--- src/rtl/xval_pkg.sv ---
`default_nettype none
// ============================================================================
// Module      : xval_pkg
// Description : Shared types and helpers for the dual-rail (value/known)
//               X-aware serial link: FSM states, dual-rail bit, popcount.
// Revision    : 1.0 - initial release
// ============================================================================
package xval_pkg;

  // Widest vector the shared popcount helper accepts.
  localparam int POP_MAX = 256;

  // Word-framing FSM states.
  typedef enum logic [0:0] {
    IDLE  = 1'b0,
    SHIFT = 1'b1
  } state_t;

  // One canonical dual-rail bit; val is already forced to 0 when unknown.
  typedef struct packed {
    logic val;
    logic known;
  } xbit_t;

  // Number of ones in v; narrower callers zero-extend their operand.
  function automatic int unsigned popcount(input logic [POP_MAX-1:0] v);
    int unsigned n;
    n = 0;
    for (int i = 0; i < POP_MAX; i++) begin
      n += {31'd0, v[i]};
    end
    return n;
  endfunction

endpackage
`default_nettype wire

--- src/rtl/xval_out_buf.sv ---
`default_nettype none
// ============================================================================
// Module      : xval_out_buf
// Description : One-entry valid/ready holding register for completed words,
//               with sticky overflow detection when a word arrives full.
// Revision    : 1.0 - initial release
// ============================================================================
module xval_out_buf
  import xval_pkg::*;
#(
  parameter int WIDTH = 8,
  parameter int CW    = $clog2(WIDTH + 1)
) (
  input  logic             clk,
  input  logic             rst,
  input  logic             load,
  input  logic [WIDTH-1:0] in_data,
  input  logic [WIDTH-1:0] in_known,
  input  logic [CW-1:0]    in_xcount,
  input  logic             ready,
  input  logic             ovf_clr,
  output logic             valid,
  output logic [WIDTH-1:0] data,
  output logic [WIDTH-1:0] known,
  output logic [CW-1:0]    xcount,
  output logic             ovf
);

  // A word can enter when the slot is empty or is being drained this cycle.
  logic can_take;
  logic dropped;

  assign can_take = !valid || ready;
  assign dropped  = load && valid && !ready;

  // Holding register: load on completion, release on acceptance.
  always_ff @(posedge clk) begin
    if (rst) begin
      valid  <= 1'b0;
      data   <= '0;
      known  <= '0;
      xcount <= '0;
    end else if (load && can_take) begin
      valid  <= 1'b1;
      data   <= in_data;
      known  <= in_known;
      xcount <= in_xcount;
    end else if (valid && ready) begin
      valid  <= 1'b0;
    end
  end

  // Sticky overflow; a drop in the same cycle as the clear keeps it set.
  always_ff @(posedge clk) begin
    if (rst) begin
      ovf <= 1'b0;
    end else if (dropped) begin
      ovf <= 1'b1;
    end else if (ovf_clr) begin
      ovf <= 1'b0;
    end
  end

endmodule
`default_nettype wire

--- src/rtl/xval_deserializer.sv ---
`default_nettype none
// ============================================================================
// Module      : xval_deserializer
// Description : Receiver for the serial dual-rail X-aware link. Frames WIDTH
//               strobed bits into a word, counts X bits, flags framing errors
//               and hands words to a one-entry valid/ready output buffer.
// Revision    : 1.0 - initial release
// ============================================================================
module xval_deserializer
  import xval_pkg::*;
#(
  parameter int WIDTH     = 8,
  parameter bit LSB_FIRST = 1'b1,
  parameter int CW        = $clog2(WIDTH + 1)
) (
  input  logic             CK,
  input  logic             RS,
  input  logic             s_en,
  input  logic             s_start,
  input  logic             s_d,
  input  logic             s_v,
  output logic             o_valid,
  input  logic             o_ready,
  output logic [WIDTH-1:0] o_data,
  output logic [WIDTH-1:0] o_known,
  output logic [CW-1:0]    o_xcount,
  output logic             o_err,
  output logic             o_ovf,
  input  logic             ovf_clr
);

  localparam int              CNTW     = $clog2(WIDTH);
  localparam logic [CNTW-1:0] LAST_IDX = CNTW'(WIDTH - 1);

  state_t            state, state_n;
  logic [CNTW-1:0]   cnt, cnt_n;
  logic [CNTW-1:0]   bit_idx;
  logic [CNTW-1:0]   bit_pos;
  logic              wr_en;
  logic              done, done_n;
  logic              err, err_n;
  logic [WIDTH-1:0]  sh_val, sh_known;
  logic [CW-1:0]     word_xcount;
  xbit_t             in_bit;

  // Canonical form of the incoming bit: X always carries value 0.
  assign in_bit = '{val: s_d & s_v, known: s_v};

  // Logical bit index to physical position in the word.
  if (LSB_FIRST) begin : g_lsb_first
    assign bit_pos = bit_idx;
  end else begin : g_msb_first
    assign bit_pos = LAST_IDX - bit_idx;
  end

  // Next-state logic: framing, bit counting, completion and error detect.
  always_comb begin
    state_n = state;
    cnt_n   = cnt;
    bit_idx = '0;
    wr_en   = 1'b0;
    done_n  = 1'b0;
    err_n   = 1'b0;
    case (state)
      IDLE: begin
        if (s_en && s_start) begin
          wr_en   = 1'b1;
          cnt_n   = CNTW'(1);
          state_n = SHIFT;
        end
      end
      SHIFT: begin
        if (s_en) begin
          wr_en = 1'b1;
          if (s_start) begin
            // Restart mid-word: drop the partial word, keep this bit as bit 0.
            err_n = 1'b1;
            cnt_n = CNTW'(1);
          end else begin
            bit_idx = cnt;
            if (cnt == LAST_IDX) begin
              cnt_n   = '0;
              done_n  = 1'b1;
              state_n = IDLE;
            end else begin
              cnt_n = cnt + CNTW'(1);
            end
          end
        end
      end
      default: begin
        state_n = IDLE;
        cnt_n   = '0;
      end
    endcase
  end

  // Control registers: state, bit counter, completion and error pulses.
  always_ff @(posedge CK) begin
    if (RS) begin
      state <= IDLE;
      cnt   <= '0;
      done  <= 1'b0;
      err   <= 1'b0;
    end else begin
      state <= state_n;
      cnt   <= cnt_n;
      done  <= done_n;
      err   <= err_n;
    end
  end

  // Shift register: each strobed bit lands directly at its word position.
  always_ff @(posedge CK) begin
    if (RS) begin
      sh_val   <= '0;
      sh_known <= '0;
    end else if (wr_en) begin
      sh_val[bit_pos]   <= in_bit.val;
      sh_known[bit_pos] <= in_bit.known;
    end
  end

  // X count of the completed word; sampled by the buffer together with it.
  assign word_xcount = CW'(WIDTH) - CW'(popcount(POP_MAX'(sh_known)));

  assign o_err = err;

  xval_out_buf #(
    .WIDTH (WIDTH),
    .CW    (CW)
  ) u_out_buf (
    .clk       (CK),
    .rst       (RS),
    .load      (done),
    .in_data   (sh_val),
    .in_known  (sh_known),
    .in_xcount (word_xcount),
    .ready     (o_ready),
    .ovf_clr   (ovf_clr),
    .valid     (o_valid),
    .data      (o_data),
    .known     (o_known),
    .xcount    (o_xcount),
    .ovf       (o_ovf)
  );

endmodule
`default_nettype wire

--- config.mk ---
export PLATFORM = sky130hd
export DESIGN_NAME = xval_deserializer
export DESIGN_NICKNAME = d
export VERILOG_FILES = /design/src/rtl/xval_pkg.sv /design/src/rtl/xval_out_buf.sv /design/src/rtl/xval_deserializer.sv
export SDC_FILE = /design/constraint.sdc
export NUM_CORES = 1
export LEC_CHECK = 0
export ABC_AREA = 1
export BUFFER_PORTS_ARGS = -buffer_cell sky130_fd_sc_hd__buf_2
export CORE_MARGIN = 1.5
export CORE_UTILIZATION = 25
export DETAILED_ROUTE_END_ITERATION = 6
export PLACE_DENSITY = 0.45
export RECOVER_POWER = 25
export SLEW_MARGIN = 20
export SYNTH_ARGS = -nofsm -noshare
export SYNTH_HDL_FRONTEND = slang
export SYNTH_HIERARCHICAL = 1
export SYNTH_SLANG_ARGS = --single-unit
--- constraint.sdc ---
create_clock -name CK -period 2.9 [get_ports CK]
set_clock_uncertainty 0.15 [all_clocks]
set_input_delay 0.58 -clock CK [delete_from_list [all_inputs] [get_ports CK]]
set_output_delay 0.58 -clock CK [all_outputs]
set_load 0.005 [all_outputs]
==> impl_metrics.json <==
{
  "crit_path_end_kind": "register",
  "worst_slew_pin_slew_ns": 0.614,
  "cts_tree": "done",
  "vias": 1775,
  "postCtsSetupBuffers": 0,
  "critical-path-slowest-cell": "fa_1",
  "drive_above_1_share_pct": 17.8,
  "start_util_pct": 25.4,
  "die_area_um2": 9360,
  "n_antenna_cell": 0,
  "hold_depth": 2,
  "worst_slack_ns": 0.151,
  "boundaryPins": 31,
  "fmax_mhz": 364,
  "core_um2": 8640,
  "antenna_found_initial": 0,
  "fin_crit_sh_pct": 94.8,
  "gp_congestion": 0.682,
  "top_usage_layer": "met2",
  "worstPathRequired_ns": 2.95,
  "max_stage_delay_ns": 0.52,
  "ys_async_sr_fraction_pct": 0,
  "grt_use_met3_pct": 3.40,
  "htreeDepth": 2,
  "critPathLaunchType": "register",
  "path_buf_inv": 4,
  "first_global_vias": 1636,
  "fillCellCount": 973,
  "setup_viol_count_final": 0,
  "slew_headroom_pct": 59.1,
  "yosysUniqueCellTypes": 23,
  "synth.net_count": 313,
  "synth_warnings": 6,
  "cts_root_buf": "clkbuf_8",
  "postPlaceCellArea_um2": 2370,
  "wl_per_cell_um": 10.5,
  "p_sw_mw": 0.282,
  "ff2ff_setup_slack_ns": 0.15,
  "fin_nets": 338,
  "pre_cts_slack_ns": 0.0378,
  "portBuffers": 30,
  "use_met2_pct": 15.1,
  "internal_power_mw": 0.888,
  "vdd_drop_max_uv": 225,
  "cts_sinks": 44,
  "grt_max_degree": 43,
  "p_leak_nw": 1.17,
  "numCtsBuffers": 5,
  "ys_top_cells_by_area": "dfxtp_1 40%, nand2_1 10%, nor2_1 8.7%",
  "syn_area_um2": 2200,
  "hold_viol_final": 0,
  "p_per_area_nw_per_um2": 470,
  "ys_ff_latch": 44,
  "postSynthCellCount": 295,
  "drtPass1Iterations": 4,
  "crit_cells": 12,
  "yosysSeqAreaShare_pct": 40.1,
  "path_clk_slew_ns": 0.09,
  "clock_latency_ns": 0.30,
  "synth_area_leader_cell": "dfxtp_1",
  "die_h_um": 96.7,
  "p_seq_share_pct": 52.6,
  "grt_pass1_wl_mm": 8.02,
  "synth-edff-count": 0,
  "yosys.area.top_type_share_pct": 40.1,
  "fp-row-count": 34,
  "syn_area_per_cell_um2": 7.45,
  "path_cells": "fa_1 -> inv_1 -> ha_2 -> fa_1 -> inv_1 -> fa_2 -> inv_1 -> ha_1 -> inv_1 -> nand3_1 -> nand2_1 -> nor2_1",
  "status": "finished clean",
  "synth_commonest_cells": "59 x nand2_1, 51 x nor2_1, 47 x inv_1",
  "cp_common_cell": "inv_1",
  "globalRouteTotalUtil_pct": 10.4,
  "cp_max_fo": 3,
  "rsz0062_at_grt": "no",
  "min_path_type": "register to register",
  "total_power_mw": 1.17,
  "routed_wirelength_mm": 4.51,
  "die_w_um": 96.7,
  "ant_nets": 0,
  "grt-ovfl-total": 0,
  "cts.path.max_buffers": 2,
  "cpLargestDelayFamily": "adder cells",
  "drv_slew": 0,
  "p_clk_share_pct": 42.2,
  "drc": 0,
  "switching_share_pct": 24.1,
  "via_per_inst": 4.14,
  "cap_violations": 0,
  "cp.arrival_ns": 2.80,
  "area_growth_pct": 13.3,
  "holdWs_ns": 0.312,
  "fin_area_um2": 2490,
  "combPwrFrac_pct": 5.2,
  "period_minus_slack_ns": 2.75,
  "crit_type": "register to register",
  "drt_iter0_drc": 54,
  "ys.flop_type": "dfxtp_1",
  "setup_tns_ns": 0,
  "ff2ff_path_depth": 12,
  "dp_hpwl_mm": 3.07,
  "gr-usage-met1_pct": 14.8,
  "yosysMostFrequentCell": "nand2_1"
}
[routing by layer]
metal  wire (µm)  share of wire (%)
met2        1820                 40
met1        2480                 55
met4          29               0.64
met3         189                4.2
met5           0                  0
[worst paths after layout]
path | startpoint | to
max reg2reg | sh_known[1]$_SDFFE_PP0P_ | u_out_buf/xcount[2]$_SDFFE_PP0P_
min | u_out_buf/ovf$_SDFFE_PP0P_ | u_out_buf/ovf$_SDFFE_PP0P_
max | sh_known[1]$_SDFFE_PP0P_ | u_out_buf/xcount[2]$_SDFFE_PP0P_
min reg2reg | u_out_buf/ovf$_SDFFE_PP0P_ | u_out_buf/ovf$_SDFFE_PP0P_
[sequential cells by signal, indices dropped and copies added (netlist names)]
signal	flops
sh_known	8
state	1
u_out_buf/xcount	4
u_out_buf/known	8
done	1
u_out_buf/ovf	1
cnt	3
o_err	1
sh_val	8
u_out_buf/data	8
u_out_buf/valid	1
[cells by family (layout without fill, tap and decap cells)]
family | Yosys count | after routing | synth area share, %
AND/OR/NAND/NOR | 146 | 146 | 30.9
buffers and inverters | 63 | 89 | 14.2
AO/OA/AOI/OAI | 32 | 32 | 7.80
flip-flops | 44 | 44 | 40.1
adder cells (fa/ha/maj) | 10 | 10 | 7.06
[power groups by stage]
stage          Sequential [mW]  Combinational [mW]  Clock, mW
6_report                 0.615              0.0612      0.494
5_1_grt                  0.617              0.0736      0.549
4_1_cts                  0.615              0.0622      0.514
3_5_place_dp             0.629              0.0620          0
3_3_place_gp             0.629              0.0622          0
2_1_floorplan            0.628              0.0450          0
[worst reg2reg max path: cells and delay by family, from the launching register on]
kind | cells | cell delay [ns]
flip-flops | 1 | 0.34
buffers and inverters | 4 | 0.21
AND/OR/NAND/NOR | 3 | 0.18
adder cells (fa/ha/maj) | 5 | 1.77
[metrics by stage]
stage | instances | util [%]
finish | 429 | 28.8
global route | 429 | 28.8
CTS | 429 | 28.7
detailed placement | 421 | 27.4
global placement | 421 | 27.4
floorplan | 295 | -
[cell usage in the layout, fill, tap and decap left out, types with 2 or more instances in the layout]
| cell | netlist | layout |
|---|---|---|
| nand2_1 | 59 | 59 |
| nor2_1 | 51 | 51 |
| inv_1 | 47 | 47 |
| dfxtp_1 | 44 | 41 |
| a21oi_1 | 29 | 29 |
| buf_2 | 2 | 29 |
| nand3_1 | 24 | 24 |
| nand4_2 | 6 | 6 |
| ha_1 | 6 | 5 |
| clkbuf_8 | 2 | 5 |
| fa_1 | 4 | 3 |
| dfxtp_2 | 0 | 3 |
| inv_2 | 2 | 2 |
| nand2_4 | 2 | 2 |
[timing repair]
item,in CTS,in global routing
endpoints found under the setup margin,0,2
hold buffers,0,0
gates resized for setup,0,5
[layout make-up]
cell class | instances | area, µm² | area share (%)
flip-flops and latches | 44 | 885 | 35.5
multi-input cells | 188 | 1010 | 40.6
clock inverters | 3 | 46.3 | 1.86
repair buffers | 31 | 156 | 6.28
clock buffers | 5 | 68.8 | 2.77
well taps | 108 | 135 | 5.43
inverters | 50 | 188 | 7.54
No activity file was read; power rests on OpenSTA's default activity.
